### src/rtl/branch_predictor_arbiter.sv
// ---------------------------------------------------------------------------
// branch_predictor_arbiter
//
// Shares the single address port of a saturating branch predictor between a
// fetch-side lookup requester and an execute-side update requester. Lookups
// have priority; resolved branches are queued in an in-order update FIFO and
// drained in idle cycles, by a starvation override, or by a forced flush
// once the FIFO fills.
//
// Optional feature macro: PRED_ARB_BYPASS_EN
//   When defined, an update offered while the arbiter is NORMAL, the FIFO is
//   empty and no lookup is requested goes straight to the predictor in the
//   same cycle instead of being queued.
//
// Parameters:
//   ADDRESS_WIDTH  predictor index width (matches predictor address_width)
//   FIFO_DEPTH     update FIFO entries, power of two, >= 2
//   STARVE_LIMIT   stalled cycles with pending updates before a forced update
//
// Ports:
//   clk, rst                 clock, synchronous active-high reset
//   lookup_req/address       fetch prediction request
//   lookup_gnt               combinational, lookup issued this cycle
//   resp_valid               registered, cycle after a granted lookup
//   resp_prediction          predictor output passed through
//   update_valid/address/taken, update_ready   execute update handshake
//   pred_cs, pred_enable, pred_address, pred_branch_result  predictor drive
//   pred_prediction          predictor registered prediction output
// ---------------------------------------------------------------------------
module branch_predictor_arbiter #(
    parameter int ADDRESS_WIDTH = 1,
    parameter int FIFO_DEPTH    = 4,
    parameter int STARVE_LIMIT  = 8
) (
    input  logic                     clk,
    input  logic                     rst,
    input  logic                     lookup_req,
    input  logic [ADDRESS_WIDTH-1:0] lookup_address,
    output logic                     lookup_gnt,
    output logic                     resp_valid,
    output logic                     resp_prediction,
    input  logic                     update_valid,
    input  logic [ADDRESS_WIDTH-1:0] update_address,
    input  logic                     update_taken,
    output logic                     update_ready,
    output logic                     pred_cs,
    output logic                     pred_enable,
    output logic [ADDRESS_WIDTH-1:0] pred_address,
    output logic                     pred_branch_result,
    input  logic                     pred_prediction
);

    localparam int PTR_W = $clog2(FIFO_DEPTH);
    localparam int CNT_W = $clog2(FIFO_DEPTH) + 1;
    localparam int STV_W = $clog2(STARVE_LIMIT + 1);

    typedef enum logic {
        ST_NORMAL,
        ST_FLUSH
    } state_t;

    typedef enum logic [1:0] {
        CMD_IDLE,
        CMD_LOOKUP,
        CMD_UPDATE
    } cmd_t;

    state_t state, state_n;
    cmd_t   cmd;

    logic [ADDRESS_WIDTH-1:0] fifo_addr  [FIFO_DEPTH];
    logic                     fifo_taken [FIFO_DEPTH];
    logic [PTR_W-1:0]         wr_ptr, rd_ptr;
    logic [CNT_W-1:0]         count, count_n;
    logic [STV_W-1:0]         starve_cnt, starve_n;

    logic                     fifo_empty, fifo_full, starve_hit;
    logic                     push, pop, bypass;
    logic [ADDRESS_WIDTH-1:0] upd_addr;
    logic                     upd_taken;

    // Last driven address/result, held on the predictor port during IDLE.
    logic [ADDRESS_WIDTH-1:0] addr_q;
    logic                     result_q;

    assign fifo_empty = (count == '0);
    assign fifo_full  = (count == CNT_W'(FIFO_DEPTH));
    assign starve_hit = (starve_cnt == STV_W'(STARVE_LIMIT));

    // Arbitration and next-state logic
    always_comb begin
        state_n      = state;
        cmd          = CMD_IDLE;
        pop          = 1'b0;
        push         = 1'b0;
        bypass       = 1'b0;
        lookup_gnt   = 1'b0;
        update_ready = 1'b0;
        upd_addr     = fifo_addr[rd_ptr];
        upd_taken    = fifo_taken[rd_ptr];
        count_n      = count;

        if (!rst) begin
            update_ready = !fifo_full;

            case (state)
                ST_NORMAL: begin
                    // Starvation override is checked before lookup priority.
                    if (starve_hit && !fifo_empty) begin
                        pop = 1'b1;
                        cmd = CMD_UPDATE;
                    end else if (lookup_req) begin
                        lookup_gnt = 1'b1;
                        cmd        = CMD_LOOKUP;
                    end else if (!fifo_empty) begin
                        pop = 1'b1;
                        cmd = CMD_UPDATE;
                    end
`ifdef PRED_ARB_BYPASS_EN
                    else if (update_valid) begin
                        bypass    = 1'b1;
                        cmd       = CMD_UPDATE;
                        upd_addr  = update_address;
                        upd_taken = update_taken;
                    end
`endif
                end
                ST_FLUSH: begin
                    if (!fifo_empty) begin
                        pop = 1'b1;
                        cmd = CMD_UPDATE;
                    end
                end
                default: state_n = ST_NORMAL;
            endcase

            push = update_valid && update_ready && !bypass;

            case ({push, pop})
                2'b10:   count_n = count + CNT_W'(1);
                2'b01:   count_n = count - CNT_W'(1);
                default: count_n = count;
            endcase

            if (state == ST_NORMAL && count_n == CNT_W'(FIFO_DEPTH)) begin
                state_n = ST_FLUSH;
            end else if (state == ST_FLUSH && count_n == '0) begin
                state_n = ST_NORMAL;
            end
        end
    end

    // Predictor port drive
    always_comb begin
        pred_enable        = (cmd != CMD_IDLE);
        pred_cs            = (cmd == CMD_UPDATE);
        pred_address       = addr_q;
        pred_branch_result = result_q;
        if (cmd == CMD_LOOKUP) begin
            pred_address = lookup_address;
        end else if (cmd == CMD_UPDATE) begin
            pred_address       = upd_addr;
            pred_branch_result = upd_taken;
        end
    end

    always_comb begin
        starve_n = starve_cnt;
        if (fifo_empty || pop) begin
            starve_n = '0;
        end else if (!starve_hit) begin
            starve_n = starve_cnt + STV_W'(1);
        end
    end

    assign resp_prediction = pred_prediction;

    always_ff @(posedge clk) begin
        if (rst) begin
            state      <= ST_NORMAL;
            count      <= '0;
            wr_ptr     <= '0;
            rd_ptr     <= '0;
            starve_cnt <= '0;
            resp_valid <= 1'b0;
            addr_q     <= '0;
            result_q   <= 1'b0;
        end else begin
            state      <= state_n;
            count      <= count_n;
            starve_cnt <= starve_n;
            resp_valid <= (cmd == CMD_LOOKUP);
            addr_q     <= pred_address;
            result_q   <= pred_branch_result;
            if (push) begin
                wr_ptr <= wr_ptr + PTR_W'(1);
            end
            if (pop) begin
                rd_ptr <= rd_ptr + PTR_W'(1);
            end
        end
    end

    // FIFO storage needs no reset; validity is tracked by count.
    always_ff @(posedge clk) begin
        if (push) begin
            fifo_addr[wr_ptr]  <= update_address;
            fifo_taken[wr_ptr] <= update_taken;
        end
    end

endmodule

### config.mk
export PLATFORM = sky130hd
export DESIGN_NAME = branch_predictor_arbiter
export DESIGN_NICKNAME = d
export VERILOG_FILES = /design/src/rtl/branch_predictor_arbiter.sv
export SDC_FILE = /design/constraint.sdc
export NUM_CORES = 1
export LEC_CHECK = 0
export CAP_MARGIN = 25
export CORE_UTILIZATION = 48
export CTS_CLUSTER_SIZE = 40
export DETAILED_ROUTE_END_ITERATION = 16
export GPL_TIMING_DRIVEN = 0
export PLACE_DENSITY_LB_ADDON = 0.12
export RECOVER_POWER = 100
export REMOVE_ABC_BUFFERS = 1
export SYNTH_ARGS = -nofsm -noshare
export SYNTH_HDL_FRONTEND = slang
export SYNTH_SLANG_ARGS = --single-unit
### constraint.sdc
create_clock -name clk -period 2.3 [get_ports clk]
set_input_delay 0.345 -clock clk [delete_from_list [all_inputs] [get_ports clk]]
set_output_delay 0.345 -clock clk [all_outputs]
set_load 0.02 [all_outputs]
; ---- After elaboration in Yosys (flattened, before gate mapping)
; Memories as Yosys holds them, arrays and structs flattened. A register that Yosys moved wholly into a read port is not among the register bits.
; Index checks and enable logic that the tools add are counted.
[totals]
regBits = 15
latchBits = 0
ramBits = 8
romBits = 0
inputBits = 8
output_inout_bits = 8
elab_cells = 66
n_memories = 2
[classes]
n_addsub = 5
mul = 0
div = 0
n_lt_le_gt_ge = 0
eq_ne = 7
shifts = 0
n_mux = 31
bitwise = 1
reduce_logical = 12
[memory_table]
columns = memory, depth, width, rd, rd_clocked_by_memory_dff, write_ports, line_no
row1 = fifo_addr, 4, 1, 1, 1, 1, 71  ; logic [ADDRESS_WIDTH-1:0] fifo_addr [FIFO_DEPTH];
row2 = fifo_taken, 4, 1, 1, 1, 1, 72  ; logic fifo_taken [FIFO_DEPTH];
[op_table]
columns = op, n
row1 = $mux 1, 19
row2 = $mux 2, 8
row3 = $eq 3x3->1 const B, 2
row4 = $logic_not 3->1, 2
row5 = $pmux 3 s2, 1
row6 = $add 2x1->2 const B, 2
row7 = $add 4x1->4 const B, 1
row8 = $eq 2x1->1 const B, 2
row9 = $eq 2x2->1 const B, 2
row10 = $eq 4x4->1 const B, 1
row11 = $logic_and 1x1->1, 4
row12 = $pmux 2 s2, 1
row13 = $reduce_bool 2->1, 2
row14 = $add 3x1->3 const B, 1
row15 = $mux 3, 1
row16 = $sub 3x1->3 const B, 1
row17 = $logic_not 1->1, 2
row18 = $pmux 1 s2, 1
row19 = $reduce_or 2->1, 1
row20 = $logic_or 1x1->1, 1
row21 = $not 1->1, 1

; ---- Logic depth before layout (Yosys ltp)
; Gate-level depths: netlist of run 1.
[depth]
depth_word = 13
ltp_mapped = 10
mapped_depth_nobuf = 10

; ---- Least setup slack after synthesis of run 1
; No wires, ideal clock.
[synth_timing]
path_type = reg2reg
start = reg count[2]
end = reg state
setup_ps = 91
arrival_time_ps = 2227
t_required_ps = 2209
setup_slack_ps = -18
path_stages_with_launch = 9
n_path_buf = 0
period_less_slack_ps = 2318
path_cell_list = dfxtp_1 or3b_2 nand2_1 ha_1 inv_1 fa_1 xor2_1 or3_1 a311oi_1
[synth_between]
elab_chain_cells = 12
word_cells_on_any_way = 23
classes_between = add/sub: 2 / eq/ne: 4 / mux: 8 / reduce/logical: 9
[synth_lines]
columns = item, line_no
row1 = start: declaration, 74  ; logic [CNT_W-1:0] count, count_n;
row2 = start signal: assignment, 190  ; count <= count_n;
row3 = $logic_not 3->1, 86  ; assign fifo_empty = (count == '0);
row4 = $mux 1 or $logic_not 1->1 (tied branches), -
row5 = $mux 1 or $logic_and 1x1->1 (tied branches), "112, 109"
row6 = $mux 1, 109  ; if (starve_hit && !fifo_empty) begin
row7 = $pmux 1 s2, 106  ; case (state)
row8 = $mux 1, 103  ; if (!rst) begin
row9 = $eq 2x1->1 or $eq 2x2->1 (tied branches), 139  ; case ({push, pop})
row10 = $pmux 3 s2 *, 139
row11 = $mux 3 *, 103
row12 = $eq 3x3->1 or $logic_not 3->1 (tied branches), "145, 147"
row13 = "$logic_and 1x1->1, on equally long branches", "145, 147"
row14 = $mux 1 or $reduce_bool 2->1 (tied branches), -
row15 = end signal: assignment, 189  ; state <= state_n;
row16 = end: declaration, 68  ; state_t state, state_n;
; Every way passes the cells marked *; elsewhere a longest branch is shown, timed or not. The select of a mux whose other input is x is not followed.
; A chain may end at the register's enable or synchronous reset.

; ---- Worst setup path after layout of run 1
[layout_timing]
start = reg count[1]
end = reg state
; Same word-level chain as after synthesis.

==> flow_summary.toml, run 1 <==
[status]
status = "finished with violations"
violations = "setup timing"

[sta]
slew-limit-headroom_pct = 69.28
max_freq_mhz = 434.1
timing.hold.ws_ns = 0.5085
timing_hold_violations_final = 0
fin_skew_ns = 0.005137
finalWorstSetupSlack_ns = -0.003815
finalSetupViolCount = 1
totalNegativeSetupSlack_ns = -0.003815
period_minus_slack_ns = 2.304
period_share_pct = 100.2
tightest_slew_ns = 0.4608
maxSlewViolCount = 0
rsz0062_at_grt = "yes"

[floorplanning]
io_pins = 16
die_w_um = 53.51
die-area_um2 = 2863
initial_core_util_pct = 50.95
rows = 18
coreArea_um2 = 2500
die_y_um = 53.51

[synthesis]
yosysMostFrequentCell = "dfxtp_1"
synth_area_um2 = 1274
ys_top_cells_by_count = "17 x dfxtp_1, 15 x nor2_1, 11 x inv_1"
synth_ff_type = "dfxtp_1"
synth_area_leaders = "dfxtp_1 27%, edfxtp_1 19%, ha_1 6.9%, nor2_1 4.4%, mux2_2 3.5%"
yosysTopAreaCell = "dfxtp_1"
async_reset_ff_share_pct = 0
ys_ff_latch = 25
synth_area_per_cell_um2 = 10.70
synth_edf_count = 8
synthDistinctLibCells = 41
ys_warn_count = 0
ys_seq_area_share_pct = 45.58
synth_cells = 119
yosysTopAreaCellShare_pct = 26.72

[power]
p_comb_share_pct = 46.9
switching_share_pct = 37.53
switchingPower_uw = 600.0
leakagePower_nw = 0.6121
p_clk_share_pct = 12.9
p_seq_share_pct = 40.2
p_per_area_nw_per_um2 = 1012
intPower_uw = 998.6
ir_drop_uv = 740.0

[setup_path]
worstSetupPathType = "reg2reg"
cp.arrival_ns = 2.55
crit_end = "state"
endpoint_kind = "register"
r2r_start = "count[1]"
cp.required_ns = 2.54
r2r_setup_slack_ns = -0.004
r2r_end = "state"
path_max_fanout = 7
crit_start = "count[1]"
start_kind = "register"
rr_worst_depth = 8

[cells_and_area]
drive_above_1_share_pct = 29.58
area_growth_pct = 23.97
finalNetCount = 159
antenna_cells = 0
fin_cells = 172

[grt]
grt_max_degree = 23
overflow = 0
grt_pass1_vias = 843
antenna_found_initial = 0
grt_first_pass_wirelength_mm = 3.663
grt.total_usage_pct = 18.20

[routing]
met2_length_mm = 1.187
drc = 0
vias = 920
met3_length_um = 58
drt_iter0_drc = 7
routed.top_layer = "met4"
antenna_left = 0
drt_first_pass_iters = 3
wl_per_cell_um = 13.17
wl_met1_mm = 1.004
wl_mm = 2.266
via_per_inst = 5.349

[clock_network]
cts-root-buf = "clkbuf_4"
cts_buffers = 3
cts_tree = "done"
cts-htree-levels = 1
path_clk_slew_ns = 0.15
clk_latency_ns = 0.32
cts_buffer_depth = 2
cts_num_sinks = 25

[placement]
dp_hpwl_mm = 1.570
place.gp.congestion = 0.7403
port_buffers = 13
dpl.cell_count = 158

[flow_run]
max_cap_violations = 0

[min_path]
hold_class = "in2reg"
-- critical path, stage by stage, from the launching register on --
cell	delay, ns
dfxtp_4	0.40
or3b_4	0.42
nand2_2	0.10
ha_4	0.14
inv_2	0.04
fa_2	0.32
xor2_1	0.15
or3_1	0.38
a311oi_1	0.27
-- metrics by stage --
stage | utilization (%) | setup WS, ns | area (um2) | total power [mW]
2_1_floorplan | - | -0.01790 | 1254 | 1.087
3_3_place_gp | 56.86 | -0.6859 | 1421 | 1.247
3_5_place_dp | 56.86 | -0.6859 | 1421 | 1.267
4_1_cts | 60.31 | -0.09995 | 1508 | 1.528
5_1_grt | 63.16 | -0.07909 | 1579 | 1.707
6_report | 63.16 | -0.003815 | 1579 | 1.599
-- power groups by stage --
stage                     combinational [mW]  clock [mW]  sequential, mW
after global routing                   0.825       0.225           0.658
after global placement                 0.618           0           0.630
final                                  0.750       0.206           0.643
after floorplan                        0.472           0           0.615
after CTS                              0.677       0.213           0.638
after detailed placement               0.631           0           0.636
-- kinds of logic (layout without fill, tap and decap cells) --
logic type      count (synthesis)  count (layout)  share of synthesized area [%]
xor+xnor                        3               3                          2.063
buf+inv                        15              38                          4.813
simple gates                   44              44                          21.02
flops                          25              25                          45.58
fa+ha+maj                       8               8                          8.448
compound gates                 18              18                          10.71
mux                             6               6                          7.367
-- metal layers --
layer | global-route usage (%) | up-vias
li1 | - | 469
met1 | 21.02 | 439
met2 | 32.92 | 10
met3 | 2.586 | 2
met4 | 7.895 | 0
met5 | 0 | -
-- area by class of cell --
cell class,count,area (um2)
clock inverters,1,7.507
multi-input cells,79,686.9
fillers,228,920.9
clock buffers,3,22.52
repair buffers,23,190.2
inverters,11,41.29
well taps,30,37.54
flip-flops and latches,25,593.1
-- worst min path at each step --
stage,from,endpoint,cells after the start
6_report,rst,count[1],2
5_1_grt,rst,wr_ptr[0],2
4_1_cts,starve_cnt[0],starve_cnt[0],1
3_5_place_dp,starve_cnt[0],starve_cnt[0],1
3_3_place_gp,starve_cnt[0],starve_cnt[0],1
2_1_floorplan,rst,count[2],1
-- timing repair --
item                       CTS  global route
setup buffers                2             8
setup endpoints to repair    9             4
hold buffers                 0             0
cloned                       0             0
resized for setup           23            13
pin swaps                    3             6
-- sequential cells by signal, summed over array words and instances, names as in the netlist, named ones only --
name        flops
addr_q          1
count           3
fifo_addr       4
fifo_taken      4
rd_ptr          2
resp_valid      1
result_q        1
starve_cnt      4
state           1
wr_ptr          2
-- placed cells by master (no fill, tap or decap), types with 4 or more instances in the layout --
cell	synthesis	routed
nor3b_1	4	4
clkdlybuf4s50_1	0	5
and2_1	4	4
dfxtp_1	17	11
inv_1	11	8
nor2_1	15	15
buf_4	1	10
a21oi_1	5	5
dfxtp_2	0	4
edfxtp_1	8	8
mux2_2	4	4
ha_1	7	5
Note: power is estimated with default switching activity, not from simulation.
==> run 2: changes to the inputs <==
CORE_UTILIZATION = 35   (was 48)
==> flow_summary.toml, run 2 (synthesized netlist as in run 1, its figures left out) <==
[status]
status = "completed"

[sta]
period_minus_slack_ns = 2.293
period_share_pct = 99.70
finalWorstSetupSlack_ns = 0.006952
finalSetupViolCount = 0
tightest_slew_ns = 0.4850
maxSlewViolCount = 0
timing_hold_violations_final = 0
rsz0062_at_grt = "yes"
slew-limit-headroom_pct = 67.67
fin_skew_ns = 0.009594
max_freq_mhz = 436.1
timing.hold.ws_ns = 0.5241

[clock_network]
cts-root-buf = "clkbuf_4"
ctsHoldBuffers = 0
cts_buffer_depth = 2
cts-htree-levels = 1
path_clk_slew_ns = 0.14
clk_latency_ns = 0.31
cts_tree = "done"
cts_buffers = 3
cts_num_sinks = 25

[floorplanning]
die_w_um = 62.33
initial_core_util_pct = 37.29
rows = 21
coreArea_um2 = 3416
die-area_um2 = 3884
io_pins = 16
die_y_um = 62.33

[setup_path]
cp.arrival_ns = 1.95
cp.required_ns = 1.96
path_max_fanout = 6
start_kind = "register"
endpoint_kind = "output port"
worstSetupPathType = "reg2out"

[placement]
dpl.cell_count = 174
dp_hpwl_mm = 1.591
place.gp.congestion = 0.7648
dp_slack_ns = -0.7732
port_buffers = 13

[routing]
drc = 0
wl_mm = 2.299
drt_iter0_drc = 35
vias = 906
via_per_inst = 4.794
drt_first_pass_iters = 3
wl_per_cell_um = 12.16
antenna_left = 0

[grt]
grt_first_pass_wirelength_mm = 3.788
grt_use_met2_pct = 20.19
grt.total_usage_pct = 12.30
top_usage_layer = "met2"
gr-usage-met1_pct = 16.07
grt_pass1_vias = 859
antenna_found_initial = 0
overflow = 0
met3_usage_pct = 2.390
grt_max_degree = 23

[power]
leakagePower_nw = 0.6042
p_total_mw = 1.615
ir_drop_uv = 438.5
p_per_area_nw_per_um2 = 1004

[cells_and_area]
largest_registers = "fifo_addr x4, fifo_taken x4, starve_cnt x4"
antenna_cells = 0
area_growth_pct = 26.33
fin_cells = 189
final_util_pct = 47.11
finalNetCount = 160
final_cell_mix = "15 x nor2_1, 12 x dfxtp_1, 11 x inv_1"
drive_above_1_share_pct = 25.17
final_common_cell = "nor2_1"

[min_path]
hold_class = "reg2reg"

[flow_run]
max_cap_violations = 0
run 2: changes by cell type in the layout (fill, tap and decap cells not counted), sizes merged:
cell	change
buf	-1
clkbuf	+1
clkdlybuf4s15	+2
clkdlybuf4s50	-1
dlygate4sd3	+1
dlymetal6s2s	-1
run 2: worst max-delay path: stages, from the launching register on:
cell      delay [ns]
dfxtp_2         0.35
inv_1           0.05
ha_2            0.19
nand3b_4        0.13
buf_4           0.17
a211oi_4        0.23
mux2_2          0.36
buf_2           0.16
run 2: path summary, 6_finish.rpt:
path                                           end  slack [ns]  cells past startpoint           from
worst max-delay path            pred_branch_result       0.007                      7  starve_cnt[1]
worst min-delay path                 starve_cnt[0]        0.52                      2  starve_cnt[0]
worst max register to register               state       0.007                      9       count[1]
worst min register to register       starve_cnt[0]        0.52                      2  starve_cnt[0]
run 2: cell type report:
| class | count | area, um2 |
|---|---|---|
| Fill cell | 342 | 1807 |
| Tap cell | 46 | 57.56 |
| Sequential cell | 25 | 591.8 |
| Clock inverter | 1 | 7.507 |
| Timing Repair Buffer | 24 | 210.2 |
| Inverter | 11 | 41.29 |
| Multi-Input combinational cell | 79 | 678.2 |
| Clock buffer | 3 | 22.52 |
run 2: per-stage QoR:
stage / cell area, um2 / TNS [ns]
6_report: 1609 / 0
5_1_grt: 1609 / -0.2176
3_5_place_dp: 1441 / -4.235
3_3_place_gp: 1441 / -4.177
2_1_floorplan: 1254 / -0.01790
4_1_cts: 1595 / -0.01077
run 2: metal layers:
| layer | up-vias | routed length [um] |
|---|---|---|
| li1 | 468 | - |
| met1 | 427 | 1139 |
| met2 | 9 | 1078 |
| met3 | 2 | 59 |
| met4 | 0 | 22 |
| met5 | - | 0 |
run 2: where the power goes:
part	switching (mW)	internal, mW	leakage, nW
clock network	0.135	0.0662	0.0139
registers	0.0632	0.554	0.215
logic	0.409	0.388	0.376
total	0.607	1.01	0.604
run 2: what timing repair did:
item	4_1_cts	5_1_grt
hold endpoints to repair	0	0
gates resized for setup	27	7
buffers inserted	10	1
pin swaps	5	1
gates cloned	0	0
setup endpoints to repair	9	4
==> RTL change (config.mk and constraints of run 1) <==
The option `PRED_ARB_BYPASS_EN` is turned on by a define.
--- a/src/rtl/branch_predictor_arbiter.sv
+++ b/src/rtl/branch_predictor_arbiter.sv
@@ -27,6 +27,8 @@
 //   pred_cs, pred_enable, pred_address, pred_branch_result  predictor drive
 //   pred_prediction          predictor registered prediction output
 // ---------------------------------------------------------------------------
+`define PRED_ARB_BYPASS_EN
+
 module branch_predictor_arbiter #(
     parameter int ADDRESS_WIDTH = 1,
     parameter int FIFO_DEPTH    = 4,
Check against the original RTL: not equivalent (Yosys sat finds a counterexample within 4 cycles, from zero or initial values and one cycle with rst high).
==> RTL change against run 1 <==
The run still ends with negative setup slack left; cell area increased by 2.1%; worst hold slack worse by 74 ps; sequential cell count unchanged; highest routed layer unchanged; first-iteration DRC count increased by 71%; wire length increased by 1.4%; sequential share of layout area decreased by 1.1 points; clock skew decreased by 4.0 ps; via count fell by 0.98%; critical path depth is 3 higher; area after synthesis increased by 0.98%; setup slack better by 2.1 ps; total power grew 6.8%; global-route usage rose by 0.20 points; largest power group unchanged.
==> RTL change: results (changes against run 1) <==
fin_ws_ps: -1.72  # +2.10 ps
first_pass_iters: 4  # +1
first_global_vias: 838  # -0.59%
worst_slew_pin_slew_ps: 637  # +176 ps
inv_count: 14  # +3
critPathMaxFanout: 3  # -4
crit_slowest_cell: "dfxtp_2"
signal_buffers: 25  # +8.7%
synthCells: 118  # -0.84%
dp_hpwl_mm: 1.51  # -3.8%
ctsRootBufferMaster: "clkbuf_4"
n_sequential_cell: 25  # unchanged
final-seq-area_um2: 587  # -1.1%
min_to: "starve_cnt[0]$_SDFFE_PP0P_"
gp_congestion: 0.725  # -2.0%
dpl_cell_area_um2: 1430  # +0.70%
instances_no_fill: 174  # +1.2%
path_delay_family: "adder cells"
finalHoldViolCount: 0  # unchanged
hold-path-cell-count: 1  # -1
buf_share: 0.124  # +0.00378
synthTopCellsByArea: "dfxtp_1, edfxtp_1, ha_1"
via_per_inst: 5.24  # -2.1%
drive_gt1_frac: 0.340  # +0.0445
worstSetupStartpointType: "flip-flop"
wl_per_cell_um: 13.2  # +0.20%
min_from: "starve_cnt[0]$_SDFFE_PP0P_"
dp_slack_ps: -695  # -8.89 ps
clkCellAreaFrac: 0.0186  # -0.000384
peakVddDrop_v: 0.000776  # +4.9%
fin_skew_ps: 1.11  # -4.03 ps
r2r-start: "starve_cnt[0]$_SDFFE_PP0P_"
switching_share: 0.386  # +0.0110
reg2regPathDepth: 11  # +3
violations: "negative setup slack"
ys_seq_area_frac: 0.451  # -0.00443
multi_input_area_share: 0.437  # +0.00209
status: "finished with violations"
fillers: 208  # -8.8%
multi_input_gates: 76  # -3.8%
yosysUniqueCellTypes: 42  # +2.4%
holdWs_ps: 434  # -74.2 ps
setup_viol: 1  # unchanged
cpPeakStageDelay_ps: 360  # -60 ps
hold_path_class: "reg2reg"
grt_max_degree: 16  # -30%
dominantRegCellSynth: "dfxtp_1"
synth_common_cells: "dfxtp_1, inv_1, nor2_1, edfxtp_1, ha_1"
seq_share: 0.364  # -0.0115
final_nets: 161  # +1.3%
grt_usage: 0.184  # +0.00200
dieArea_um2: 2890  # +0.96%
## RTL change: layer usage
layer	up-vias	part of all wire	GRT usage
met5	-	0	0
met1	439	0.46	0.233
met3	4	0.025	0.0254
met4	0	0.022	0.118
li1	457	-	-
met2	11	0.49	0.292
## RTL change: kinds of logic after synthesis
kind of cell / count (synthesis) / synth area share
fa+ha+maj: 8 / 0.0837
buf+inv: 17 / 0.0584
xor+xnor: 7 / 0.0477
mux: 4 / 0.0545
simple gates: 35 / 0.157
flops: 25 / 0.451
compound gates: 22 / 0.148
## RTL change: timing repair
action,in CTS,in global routing
buffers inserted,9,3
endpoints found under the hold margin,0,0
setup endpoints to repair,8,7
resized for setup,23,18
pin swaps,3,2
hold buffers,0,0
## RTL change: power by group through the flow
stage               combinational [mW]  sequential (mW)  clock [mW]
finish                           0.863            0.637       0.208
global route                     0.961            0.651       0.232
CTS                              0.779            0.637       0.213
detailed placement               0.676            0.634           0
global placement                 0.661            0.631           0
floorplan                        0.515            0.620           0
